$ cat config.mk
export PLATFORM = sky130hd
export DESIGN_NAME = ped_request_conditioner
export DESIGN_NICKNAME = d
export VERILOG_FILES = /design/src/rtl/ped_request_conditioner.sv
export SDC_FILE = /design/constraint.sdc
export NUM_CORES = 1
export LEC_CHECK = 0
export ABC_AREA = 1
export CORE_UTILIZATION = 60
export CTS_CLUSTER_DIAMETER = 120
export DETAILED_ROUTE_END_ITERATION = 16
export DONT_BUFFER_PORTS = 1
export PLACE_DENSITY_LB_ADDON = 0.15
export SYNTH_ARGS = -nofsm -noshare
export SYNTH_HDL_FRONTEND = slang
export SYNTH_SLANG_ARGS = --single-unit
$ cat constraint.sdc
create_clock -name clk -period 1.8 [get_ports clk]
set_input_delay 0.36 -clock clk [delete_from_list [all_inputs] [get_ports clk]]
set_output_delay 0.36 -clock clk [all_outputs]
set_load 0.01 [all_outputs]
$ cat src/rtl/ped_request_conditioner.sv
// Two-channel pedestrian button front end: sync, debounce, falling-edge detect,
// then a request/serve/lockout handshake toward the intersection controller.
module ped_request_conditioner #(
  parameter int DB_CYCLES      = 16,
  parameter int LOCKOUT_CYCLES = 32
) (
  input  logic clk,
  input  logic reset_n,
  input  logic button_n_0,
  input  logic button_n_1,
  input  logic svc_0,
  input  logic svc_1,
  output logic crosswalk_0,
  output logic crosswalk_1,
  output logic press_0,
  output logic press_1,
  output logic busy_0,
  output logic busy_1
);

  localparam int DBW = ($clog2(DB_CYCLES + 1) < 1) ? 1 : $clog2(DB_CYCLES + 1);
  localparam int LKW = (LOCKOUT_CYCLES > 0) ? $clog2(LOCKOUT_CYCLES + 1) : 1;
  localparam logic [DBW-1:0] DB_LAST = DBW'(DB_CYCLES - 1);
  localparam logic [LKW-1:0] LK_LOAD = LKW'(LOCKOUT_CYCLES);

  typedef enum logic [1:0] {
    ST_IDLE    = 2'd0,
    ST_PENDING = 2'd1,
    ST_SERVING = 2'd2,
    ST_LOCKOUT = 2'd3
  } state_t;

  logic [1:0] w_button_n;
  logic [1:0] w_svc;
  logic [1:0] w_crosswalk_n;
  logic [1:0] w_press_out;
  logic [1:0] w_busy;

  assign w_button_n = {button_n_1, button_n_0};
  assign w_svc      = {svc_1, svc_0};

  assign crosswalk_0 = w_crosswalk_n[0];
  assign crosswalk_1 = w_crosswalk_n[1];
  assign press_0     = w_press_out[0];
  assign press_1     = w_press_out[1];
  assign busy_0      = w_busy[0];
  assign busy_1      = w_busy[1];

  generate
    for (genvar gi = 0; gi < 2; gi++) begin : g_ch
      logic           r_sync1;
      logic           r_sync2;
      logic           r_db;
      logic           r_db_d;
      logic [DBW-1:0] r_db_cnt;
      logic [LKW-1:0] r_lock_cnt;
      logic [LKW-1:0] w_lock_cnt_next;
      state_t         r_state;
      state_t         w_state_next;
      logic           w_press;

      always_ff @(posedge clk or negedge reset_n) begin
        if (!reset_n) begin
          r_sync1 <= 1'b1;
          r_sync2 <= 1'b1;
        end else begin
          r_sync1 <= w_button_n[gi];
          r_sync2 <= r_sync1;
        end
      end

      // Any sample agreeing with the current level restarts qualification.
      always_ff @(posedge clk or negedge reset_n) begin
        if (!reset_n) begin
          r_db     <= 1'b1;
          r_db_d   <= 1'b1;
          r_db_cnt <= '0;
        end else begin
          r_db_d <= r_db;
          if (r_sync2 != r_db) begin
            if (r_db_cnt == DB_LAST) begin
              r_db     <= r_sync2;
              r_db_cnt <= '0;
            end else begin
              r_db_cnt <= r_db_cnt + DBW'(1);
            end
          end else begin
            r_db_cnt <= '0;
          end
        end
      end

      assign w_press = r_db_d & ~r_db;

      always_ff @(posedge clk or negedge reset_n) begin
        if (!reset_n) begin
          r_state    <= ST_IDLE;
          r_lock_cnt <= '0;
        end else begin
          r_state    <= w_state_next;
          r_lock_cnt <= w_lock_cnt_next;
        end
      end

      always_comb begin
        w_state_next    = r_state;
        w_lock_cnt_next = r_lock_cnt;
        case (r_state)
          ST_IDLE: begin
            if (w_press) w_state_next = ST_PENDING;
          end
          ST_PENDING: begin
            if (w_svc[gi]) w_state_next = ST_SERVING;
          end
          ST_SERVING: begin
            if (!w_svc[gi]) begin
              if (LOCKOUT_CYCLES == 0) begin
                w_state_next = ST_IDLE;
              end else begin
                w_state_next    = ST_LOCKOUT;
                w_lock_cnt_next = LK_LOAD;
              end
            end
          end
          ST_LOCKOUT: begin
            if (r_lock_cnt <= LKW'(1)) begin
              w_state_next    = ST_IDLE;
              w_lock_cnt_next = '0;
            end else begin
              w_lock_cnt_next = r_lock_cnt - LKW'(1);
            end
          end
          default: begin
            w_state_next    = ST_IDLE;
            w_lock_cnt_next = '0;
          end
        endcase
      end

      // The debug pulse only reports presses the FSM actually accepts.
      assign w_crosswalk_n[gi] = (r_state != ST_PENDING);
      assign w_busy[gi]        = (r_state == ST_SERVING) || (r_state == ST_LOCKOUT);
      assign w_press_out[gi]   = w_press & (r_state == ST_IDLE);
    end
  endgenerate

endmodule

==> impl_metrics.ini <==
[critical_path]
crit_family = flip-flops
worstSetupStartpointType = flop
crit_buf_inv = 1
slowest_delay_ns = 0.43
worstPathMaxFanout = 7
timing.critical_path.cells = ha_1, nor2_2, inv_1
worstSetupEndpointType = output pin
worstPathArrival_ns = 1.36
worstPathRequired_ns = 1.44
cpMaxStageDelayCell = sky130_fd_sc_hd__dfrtp_1
criticalPathCategory = reg2out

[floorplan]
floorplan.die_area_um2 = 3310
placementRows = 19
placeableCoreArea_um2 = 2830
fp.dieW_um = 57.6
pin_count = 12
initial_core_utilization_pct = 65.5
die_h_um = 57.6

[finish]
layout.nets = 257
layout-area-overhead-vs-synth_pct = 7.97
stdcell_count = 267
final_layout_size_suffix_gt1_share_pct = 11.0
fin_util_pct = 70.7
fillCellCount = 235
n_antenna_cell = 0

[sta]
slew_violations = 0
timing_hold_violations_final = 0
period_minus_slack_ns = 1.72
setup_violations = 0
slew_headroom_pct = 76.9
grt_setup_unrepaired = false
worst-slew-pin-transition_ns = 0.344
finalSetupTns_ns = 0
achievable-frequency_mhz = 582
skew_ns = 0.00698
period_share_pct = 95.5

[routing]
drt_first_pass_iters = 4
antenna_violating_nets_post_route = 0
initialDrtViolationCount = 97
drt-vias-per-instance = 5.14
drt_wl_total_um = 2940
route.vias.total = 1373
drc = 0
routed_wire_length_per_instance_um = 11.0

[placed_design]
dpl.hpwl_um = 2230
numPortBuffers = 0
gp_congestion = 0.881
post-place-cells = 257

[synthesis]
synth_top_cells_by_area = sky130_fd_sc_hd__dfrtp_1, sky130_fd_sc_hd__dfstp_2, sky130_fd_sc_hd__ha_1
synth_seq_area_share_pct = 46.5
ys_seq_elements = 34
synth.avg_cell_area_um2 = 8.20
yosys-top-cells-count = sky130_fd_sc_hd__nand2_1, sky130_fd_sc_hd__inv_1, sky130_fd_sc_hd__nor2_1
syn_inst = 226
yosysMostFrequentCell = sky130_fd_sc_hd__nand2_1
number_of_enable_type_register_cells_in_the_synthesized_netlist = 0
post-synth-top-area-cell = sky130_fd_sc_hd__dfrtp_1
synth_top_cell_area_share_pct = 35.1
synth-warning-count = 0
synthesis.nets = 248
post_synth_num_cell_types = 23
synth-async-reset-ratio_pct = 100
syn_area_um2 = 1850
synth_top_flop_cell = sky130_fd_sc_hd__dfrtp_1

[cts]
clockRootBuffer = sky130_fd_sc_hd__clkbuf_4
htree_num_levels = 2
numCtsBuffers = 5
numClockSinks = 34
clock_insertion_delay_worst_skew_ns = 0.32
cts_tree = yes
clockBufferDepth = 2
clkSlewWorstSetupHoldPaths_ns = 0.10

[power]
power_density_nw_per_um2 = 1490
p_leak_nw = 1.03
ir_drop_mv = 0.703

[grt]
grt_max_degree = 35
via_count_of_the_first_global_routing_pass = 1360
global_route_wire_length_before_repair_um = 5410
global_route.usage.total_pct = 21.0
antenna_found_initial = 0
grt-ovfl-total = 0

[worst_hold_path]
hold_class = in2reg

[job]
max_cap_viols = 0

[status]
run_status = finished clean
metal layers:
| metal | vias to the layer above | track usage, % | routed length, µm |
|---|---|---|---|
| met5 | - | 0 | 0 |
| met4 | 0 | 9.41 | 61 |
| met3 | 9 | 4.08 | 70 |
| met2 | 15 | 34.9 | 1380 |
| met1 | 629 | 26.6 | 1420 |
| li1 | 720 | - | - |
worst register-to-register path, stage by stage (launching register included):
cell	delay, ns
sky130_fd_sc_hd__dfrtp_1	0.39
sky130_fd_sc_hd__inv_1	0.13
sky130_fd_sc_hd__ha_1	0.23
sky130_fd_sc_hd__inv_1	0.09
sky130_fd_sc_hd__nand2_1	0.07
sky130_fd_sc_hd__nand3_1	0.14
sky130_fd_sc_hd__a21oi_1	0.28
sky130_fd_sc_hd__nor2_1	0.10
cells in the final DEF, fill, tap and decap left out, drive strengths merged, types with 3 or more instances in the layout:
| cell type | n |
|---|---|
| nor2 | 39 |
| xor2 | 3 |
| nand3 | 14 |
| nand2 | 50 |
| clkbuf | 8 |
| ha | 16 |
| nand3b | 4 |
| o21ai | 6 |
| dfrtp | 26 |
| nor3 | 3 |
| inv | 38 |
| dfstp | 8 |
| a21oi | 5 |
| nand4 | 5 |
final cells by class:
| cell class | count | area (µm²) | share of cell area, % |
|---|---|---|---|
| Clock buffer | 8 | 78.8 | 3.94 |
| Multi-Input combinational cell | 154 | 850 | 42.5 |
| Sequential cell | 34 | 861 | 43.0 |
| Timing Repair Buffer | 2 | 30.0 | 1.50 |
| Tap cell | 31 | 38.8 | 1.94 |
| Inverter | 38 | 143 | 7.13 |
where the power goes:
group          leakage [nW]  internal (mW)  total [mW]  switching [mW]
Combinational         0.566          0.504        1.37           0.862
Sequential            0.417          0.945        1.11           0.161
Clock                0.0446          0.267       0.506           0.239
sequential cells by signal (all words and copies together), names as in the netlist:
signal and cells:
g_ch.r_sync1 2, g_ch.r_db 2, g_ch.r_sync2 2, g_ch.r_state 4, g_ch.r_lock_cnt 12, g_ch.r_db_cnt 10, g_ch.r_db_d 2
cell families (layout without fill, tap and decap cells):
kind of cell             Yosys count  after routing  synth area share, %
AND/OR/NAND/NOR                  121            121                 29.3
AO/OA/AOI/OAI                     12             12                 3.38
adder cells (fa/ha/maj)           16             16                 10.8
flip-flops                        34             34                 46.5
XOR/XNOR                           5              5                 2.36
buffers and inverters             38             48                 7.70
what timing repair did:
action	4_1_cts	5_1_grt
hold buffers	2	0
setup buffers	0	0
setup endpoints to repair	0	0
resized for setup	0	0
hold endpoints to repair	34	0
final timing paths:
kind	from	end	slack, ns	depth (start not counted)
max in group asynchronous	reset_n	g_ch[0].r_db_d	1.08	2
min reg2reg	g_ch[1].r_sync1	g_ch[1].r_sync2	0.36	0
min	button_n_0	g_ch[0].r_sync1	0.03	0
max	g_ch[0].r_state[0]	busy_0	0.08	3
max reg2reg	g_ch[1].r_lock_cnt[0]	g_ch[1].r_lock_cnt[3]	0.24	7
min in group asynchronous	reset_n	g_ch[1].r_lock_cnt[4]	0.46	2
stage by stage:
stage | area [µm²] | total power, mW | setup slack (ns) | hold slack [ns]
2_1_floorplan | 1850 | 2.20 | 0.509 | 0.0644
3_3_place_gp | 1890 | 2.40 | 0.345 | 0.0650
3_5_place_dp | 1890 | 2.46 | 0.286 | 0.0650
4_1_cts | 2000 | 3.00 | 0.0550 | 0.0111
5_1_grt | 2000 | 3.31 | 0.0185 | 0.00448
6_report | 2000 | 2.98 | 0.0803 | 0.0265
No activity file was read; power rests on OpenSTA's default activity.
